**src/rtl/instr_fsm.sv**
```systemverilog
// -----------------------------------------------------------------------------
// instr_fsm -- multi-cycle instruction controller for the Simple RISC Machine.
//
// Latches a 16-bit instruction into IR when idle and started, decodes it, and
// steps the datapath through one control state per clock. All outputs are
// Moore: they depend only on the current state and the held instruction.
//
// Ports
//   clk       in   1   rising-edge clock
//   reset_n   in   1   asynchronous active-low reset
//   s         in   1   start, sampled only while waiting
//   in        in  16   instruction word, latched into IR on accept
//   w         out  1   high only while waiting for a new instruction
//   readnum   out  3   register-file read index
//   writenum  out  3   register-file write index
//   write     out  1   register-file write enable
//   vsel      out  4   one-hot writeback select (1000 mdata, 0100 sximm8,
//                      0010 PC, 0001 C)
//   loada/b/c out  1   datapath A/B/C register load enables
//   loads     out  1   status register load enable
//   asel      out  1   forces the ALU A operand to zero
//   bsel      out  1   selects sximm5 as the B operand (never used yet)
//   shift     out  2   shifter control
//   ALUop     out  2   00 add, 01 sub, 10 and, 11 not-B
//   sximm8    out 16   sign-extended IR[7:0]
//   sximm5    out 16   sign-extended IR[4:0]
// -----------------------------------------------------------------------------
module instr_fsm (
  input  logic        clk,
  input  logic        reset_n,
  input  logic        s,
  input  logic [15:0] in,
  output logic        w,
  output logic [2:0]  readnum,
  output logic [2:0]  writenum,
  output logic        write,
  output logic [3:0]  vsel,
  output logic        loada,
  output logic        loadb,
  output logic        loadc,
  output logic        loads,
  output logic        asel,
  output logic        bsel,
  output logic [1:0]  shift,
  output logic [1:0]  ALUop,
  output logic [15:0] sximm8,
  output logic [15:0] sximm5
);

  typedef enum logic [2:0] {
    S_WAIT,
    S_DECODE,
    S_WRITE_IMM,
    S_GET_A,
    S_GET_B,
    S_EXEC,
    S_WRITE_REG
  } state_t;

  localparam logic [3:0] VSEL_SXIMM8 = 4'b0100;
  localparam logic [3:0] VSEL_C      = 4'b0001;

  localparam logic [2:0] OPC_MOV = 3'b110;
  localparam logic [2:0] OPC_ALU = 3'b101;
  localparam logic [1:0] OP_MOVI = 2'b10;
  localparam logic [1:0] OP_MOVR = 2'b00;
  localparam logic [1:0] OP_CMP  = 2'b01;
  localparam logic [1:0] OP_MVN  = 2'b11;

  state_t      r_state;
  state_t      w_next;
  logic [15:0] r_ir;

  // Instruction field decode
  logic [2:0] w_opcode;
  logic [1:0] w_op;
  logic [2:0] w_rn;
  logic [2:0] w_rd;
  logic [1:0] w_sh;
  logic [2:0] w_rm;

  assign w_opcode = r_ir[15:13];
  assign w_op     = r_ir[12:11];
  assign w_rn     = r_ir[10:8];
  assign w_rd     = r_ir[7:5];
  assign w_sh     = r_ir[4:3];
  assign w_rm     = r_ir[2:0];

  assign sximm8 = {{8{r_ir[7]}}, r_ir[7:0]};
  assign sximm5 = {{11{r_ir[4]}}, r_ir[4:0]};

  logic w_is_movi;
  logic w_is_movr;
  logic w_is_alu;
  logic w_is_cmp;

  assign w_is_movi = (w_opcode == OPC_MOV) && (w_op == OP_MOVI);
  assign w_is_movr = (w_opcode == OPC_MOV) && (w_op == OP_MOVR);
  assign w_is_alu  = (w_opcode == OPC_ALU);
  assign w_is_cmp  = w_is_alu && (w_op == OP_CMP);

  // State and instruction registers. Reset clears IR as well so the
  // immediates read zero immediately, even mid-instruction.
  // NOTE: sequential state is updated with non-blocking assignments so every
  // register samples the pre-edge values, independent of statement order.
  always_ff @(posedge clk or negedge reset_n) begin
    if (!reset_n) begin
      r_state <= S_WAIT;
      r_ir    <= 16'h0000;
    end else begin
      r_state <= w_next;
      if (r_state == S_WAIT && s) begin
        r_ir <= in;
      end
    end
  end

  // Next-state and Moore outputs
  // NOTE: every output and the next state get a default first, so no path
  // through the case can leave one unassigned and infer a latch.
  always_comb begin
    w_next   = r_state;
    w        = 1'b0;
    readnum  = 3'd0;
    writenum = 3'd0;
    write    = 1'b0;
    vsel     = VSEL_C;
    loada    = 1'b0;
    loadb    = 1'b0;
    loadc    = 1'b0;
    loads    = 1'b0;
    asel     = 1'b0;
    bsel     = 1'b0;
    shift    = 2'b00;
    ALUop    = 2'b00;

    case (r_state)
      S_WAIT: begin
        w = 1'b1;
        if (s) w_next = S_DECODE;
      end

      S_DECODE: begin
        if (w_is_movi) begin
          w_next = S_WRITE_IMM;
        end else if (w_is_movr || (w_is_alu && w_op == OP_MVN)) begin
          w_next = S_GET_B;   // single-operand forms skip the A fetch
        end else if (w_is_alu) begin
          w_next = S_GET_A;
        end else begin
          w_next = S_WAIT;    // undefined: retire silently
        end
      end

      S_WRITE_IMM: begin
        write    = 1'b1;
        writenum = w_rn;
        vsel     = VSEL_SXIMM8;
        w_next   = S_WAIT;
      end

      S_GET_A: begin
        readnum = w_rn;
        loada   = 1'b1;
        w_next  = S_GET_B;
      end

      S_GET_B: begin
        readnum = w_rm;
        loadb   = 1'b1;
        w_next  = S_EXEC;
      end

      S_EXEC: begin
        shift = w_sh;
        // MOV reg passes B through as 0 + B
        ALUop = w_is_alu ? w_op : 2'b00;
        asel  = w_is_movr;
        if (w_is_cmp) begin
          loads  = 1'b1;     // compare only updates status, no writeback
          w_next = S_WAIT;
        end else begin
          loadc  = 1'b1;
          w_next = S_WRITE_REG;
        end
      end

      S_WRITE_REG: begin
        write    = 1'b1;
        writenum = w_rd;
        vsel     = VSEL_C;
        w_next   = S_WAIT;
      end

      default: w_next = S_WAIT;
    endcase
  end

endmodule

```
**config.mk**
```make
export PLATFORM = sky130hd
export DESIGN_NAME = instr_fsm
export DESIGN_NICKNAME = d
export VERILOG_FILES = /design/src/rtl/instr_fsm.sv
export SDC_FILE = /design/constraint.sdc
export NUM_CORES = 1
export LEC_CHECK = 0
export BUFFER_PORTS_ARGS = -buffer_cell sky130_fd_sc_hd__buf_2
export CAP_MARGIN = 20
export CORE_AREA = 4 4 51 75
export DETAILED_ROUTE_END_ITERATION = 16
export DIE_AREA = 0 0 55 79
export PLACE_DENSITY = 0.74
export SYNTH_ARGS = -nofsm -noshare
export SYNTH_HDL_FRONTEND = slang
export SYNTH_SLANG_ARGS = --single-unit
```
**constraint.sdc**
```tcl
create_clock -name clk -period 1.6 [get_ports clk]
set_input_delay 0.08 -clock clk [delete_from_list [all_inputs] [get_ports clk]]
set_output_delay 0.08 -clock clk [all_outputs]
set_load 0.02 [all_outputs]
```
==> Yosys cells after proc, flatten, opt, wreduce, memory -nomap -nowiden <==
Index checks and enable logic that the tools add are counted.
{ "word_totals": {"latch_bits": 0, "memories": 0, "wordCells": 44, "ramBits": 0, "out_inout_bits": 54, "rom_bits": 0, "ff_bits": 19, "inputBits": 19} }
{ "classes": {"reduce_logical": 9, "shift": 0, "n_lt_le_gt_ge": 0, "n_div": 0, "n_eq_ne": 12, "n_addsub": 0, "n_mux": 21, "bitwise": 0, "multipliers": 0} }
{ "op_table": {"columns": ["op", "count"], "rows": [
  ["equality test 3 bit (second input constant)", 5],
  ["2-to-1 mux 3 bit", 5],
  ["one-hot mux 3 bit (5 select lines)", 1],
  ["one-hot mux 3 bit (2 select lines)", 2],
  ["2-to-1 mux 1 bit", 9],
  ["2-to-1 mux 2 bit", 4],
  ["equality test 3 x 2 -> 1 bit (second input constant)", 2],
  ["logical AND 1 bit", 5],
  ["equality test 2 bit (second input constant)", 2],
  ["equality test 3 x 1 -> 1 bit (second input constant)", 1],
  ["logical NOT 3 bit", 1],
  ["equality test 2 x 1 -> 1 bit (second input constant)", 1],
  ["logical NOT 2 bit", 1],
  ["inequality test 2 bit (second input constant)", 1],
  ["OR reduction 2 bit", 1],
  ["logical OR 1 bit", 1]
]} }

==> Logic depth before layout (Yosys ltp) <==
{ "logic_depth": {"word_depth": 6, "mapped_depth": 6, "mapped_depth_nobuf": 3} }

==> Worst setup path before layout <==
OpenSTA, ideal clock, no wires.
{ "synth_timing": {"kind": "reg2out", "startpoint": "reg r_state[1]", "endpoint": "out readnum[0]", "path_slack_ns": -0.039, "arrival_time_ns": 1.559, "stages_incl_launch_ff": 4, "n_path_buf": 1, "required_ns": 1.520, "path_cell_list": "dfrtp_1 > buf_6 > nor3b_1 > a22o_1"} }
{ "synth_via": {"elab_chain_cells": 2, "word_cells_on_any_way": 3, "cone_classes": "eq/ne (2); mux (1)"} }
{ "synth_rtl": {"columns": ["element", "line", "source"], "rows": [
  ["from (decl)", "70", "state_t r_state;"],
  ["from (signal assigned)", "111", "r_state <= w_next;"],
  ["equality test 3 bit or equality test 3 x 2 -> 1 bit (tied branches)", "137", "case (r_state)"],
  ["one-hot mux 3 bit (2 select lines) *", "137", null],
  ["to (decl)", "34", "output logic [2:0] readnum,"]
]} }
Mark *: on every way between the ends. The rest lies on a longest branch, timed or not.

==> Worst setup path in the final report <==
{ "layout_timing": {"startpoint": "reg r_state[1]", "endpoint": "out ALUop[0]"} }
{ "layout_via": {"elab_chain_cells": 2} }
{ "layout_rtl": {"columns": ["element", "line", "source"], "rows": [
  ["equality test 3 bit", "137", null],
  ["2-to-1 mux 2 bit", "137", null],
  ["to (decl)", "45", "output logic [1:0] ALUop,"]
]} }
Every way passes these cells.

==> run_results.csv <==
group,metric,value,unit
outcome,status,"finished, final reports clean",
detailed_routing,ant_nets,0,
die,die_w,55,um
finish,antenna_cells,0,
clocking,htreeDepth,1,
finish,final_cells,212,
timing,period_minus_slack,1.56,ns
power_and_ir_drop,power_density,2380,nW/um^2
clocking,numCtsBuffers,3,
die,die-area,4350,um^2
timing,rsz0062_at_grt,"yes",
worst_setup_path,critPathKind,"reg -> out",
synthesis,syn_inst,123,
placement,gp_congestion,0.733,
detailed_routing,wl_per_cell,13.1,um
synthesis,yosys_warnings,0,
worst_setup_path,reg2reg_slack,0.07,ns
synthesis,synth_top_area_share,35.5,%
power_and_ir_drop,power_frac_seq,26.3,%
timing,fin_crit_sh,97.4,%
worst_setup_path,start_kind,"flop",
clocking,clk_pin_slew,0.07,ns
worst_setup_path,critPathArrivalTime,1.48,ns
detailed_routing,wl,2.77,mm
worst_setup_path,endpoint_kind,"output pin",
timing,finalSetupViolCount,0,
power_and_ir_drop,peakVddDrop,1.40,mV
synthesis,async_flop_share,100,%
power_and_ir_drop,p_int,2110,uW
grt,grt_pass1_wl,4.08,mm
timing,finalClockSkew,0.00211,ns
worst_setup_path,r2r_end,"r_ir[7]",
synthesis,synth_edf_count,0,
placement,portBuffers,69,
worst_setup_path,critPathTopFamily,"simple AND/OR/NAND/NOR gates",
clocking,cts_tree,"built",
grt,globalRouteOverflowTotal,0,
placement,dpl_worst_slack,0.0483,ns
synthesis,synthTopCellsByArea,"dfrtp_1 (36%), buf_4 (20%), mux2_4 (11%)",
die,fp.dieH,79,um
worst_setup_path,crit_cells,5,
worst_setup_path,worst-path-max-fanout,5,
placement,dpl.hpwl,2.23,mm
power_and_ir_drop,pwr-share-comb,65.4,%
grt,grt_max_degree,20,
die,core_area,3160,um^2
hold_path,hold_class,"in -> reg",
worst_setup_path,path_buf_inv,2,
synthesis,yosys.cell_types.count,34,
finish,fillCellCount,293,
die,pin_count,73,
synthesis,synth-seq-cells,19,
detailed_routing,drc,0,
synthesis,synth_area,1340,um^2
worst_setup_path,r2r_start,"r_state[1]",
grt,grt_usage,12.5,%
finish,area_growth,23.0,%
worst_setup_path,reg2regPathDepth,5,
run,drv_cap,0,
clocking,cts_num_sinks,19,
worst_setup_path,max_stage_delay,0.44,ns
die,initial_core_util,42.3,%
timing,setup_slack,0.0416,ns
die,std_cell_rows,25,
worst_setup_path,critPathSlowestCell,"dfrtp_2",
detailed_routing,via_count,999,
clocking,clk_latency,0.25,ns
finish,drive_gt1_share,65.1,%
placement,placed_cells,198,
synthesis,ys.flop_type,"dfrtp_1",
grt,grt_pass1_vias,933,
power_and_ir_drop,p_switching,1800,uW
clocking,root_buffer,"clkbuf_8",
detailed_routing,firstDrtPassIters,4,
finish,nets,192,
worst_setup_path,cp-endpoint,"ALUop[0]",
synthesis,yosysSeqAreaShare,35.5,%
timing,max_freq,642,MHz
detailed_routing,drtIter0Drc,16,
clocking,clock_path_buffers,2,
synthesis,synth_area_per_cell,10.9,um^2
finish,postLayoutCoreUtil,52.1,%
power_and_ir_drop,pwr-share-clk,8.3,%
worst_setup_path,crit_start,"r_state[1]",
worst_setup_path,path_cells,"buf_6 -> nand3b_1 -> nor2_1 -> and2_1 -> buf_4",
timing,final_hold_viol_count,0,
grt,grt_antenna_before_repair,0,
power_and_ir_drop,leakagePower,0.000861,uW
power_and_ir_drop,p_sw_share,45.9,%
worst_setup_path,worstPathRequired,1.52,ns
synthesis,yosysTopAreaCell,"dfrtp_1",
timing,finalSetupTns,0,ns
hold_path,hold_path_depth,2,
timing,drv_slew,0,
detailed_routing,avgViaCountPerCell,4.71,
## cell usage after synthesis (all sizes together) (2+ instances only)
master	n
nor3	2
nand2	2
nor2	10
and2	5
mux2	16
nor3b	3
nand4b	2
a22o	3
inv	2
mux2i	3
nand3b	2
buf	40
dfrtp	19
## what timing repair did
| action | in CTS | in global routing |
|---|---|---|
| hold buffers | 1 | 0 |
| cloned | 0 | 0 |
| setup endpoints to repair | 5 | 14 |
| resized for setup | 6 | 5 |
| pin swaps | 1 | 2 |
| buffers inserted | 2 | 7 |
| endpoints found under the hold margin | 19 | 0 |
## state kept, by name (all words and copies together) (netlist names)
register and cells:
r_ir 16, r_state 3
## cell usage in the layout (no fill, tap or decap), types with 2 or more instances in the layout
master,instances
buf_2,66
dfrtp_1,17
mux2_4,10
buf_4,10
nor2_1,9
mux2_2,6
and2_1,4
a22o_1,3
mux2i_1,3
conb_1,3
clkbuf_8,3
buf_6,3
buf_12,3
nand2_1,2
inv_1,2
nand3b_1,2
nor3b_1,2
nand4b_1,2
dfrtp_2,2
## through the flow
step / hold WS (ns) / cell area [um^2] / power (uW)
CTS: 0.0530 / 1550 / 3710
detailed placement: 0.0390 / 1450 / 3310
floorplan: -0.216 / 1350 / 3280
global route: 0.0428 / 1650 / 4180
global placement: 0.0340 / 1450 / 3260
finish: 0.0548 / 1650 / 3910
## worst min-delay path by stage
stage / endpoint / slack [ns] / start
after detailed placement: r_ir[12] / 0.04 / reset_n
after global routing: r_ir[9] / 0.04 / in[9]
after global placement: r_ir[11] / 0.03 / reset_n
after CTS: r_ir[9] / 0.05 / in[9]
final: r_ir[9] / 0.05 / in[9]
after floorplan: r_ir[0] / -0.22 / reset_n
## power by group through the flow
stage	Clock (uW)	Sequential [uW]	Combinational, uW
finish	324	1030	2560
global route	364	1090	2730
CTS	334	1040	2350
detailed placement	0	1050	2270
global placement	0	1020	2240
floorplan	0	962	2310
## metal layers
layer,up-vias,routed length (um),track usage [%]
li1,480,-,-
met1,466,957,14.1
met2,51,1510,22.7
met3,2,259,1.13
met4,0,41,5.11
met5,-,0,0
## final cells by class
cell class              count  area [um^2]  area share [%]
multi-input cells          64          554            33.7
repair buffers             83          509            31.0
flip-flops and latches     19          478            29.0
well taps                  40         50.0            3.04
clock buffers               3         41.3            2.51
inverters                   2         7.51           0.456
clock inverters             1         5.00           0.304
## cells by family (layout without fill, tap and decap cells)
group	Yosys count	in the layout	synth area share, %
buffers and inverters	42	89	24.9
other	1	3	0.280
AO/OA/AOI/OAI	8	8	4.86
AND/OR/NAND/NOR	34	34	15.9
flip-flops	19	19	35.5
multiplexers	19	19	18.5
No activity file was read; power rests on OpenSTA's default activity.
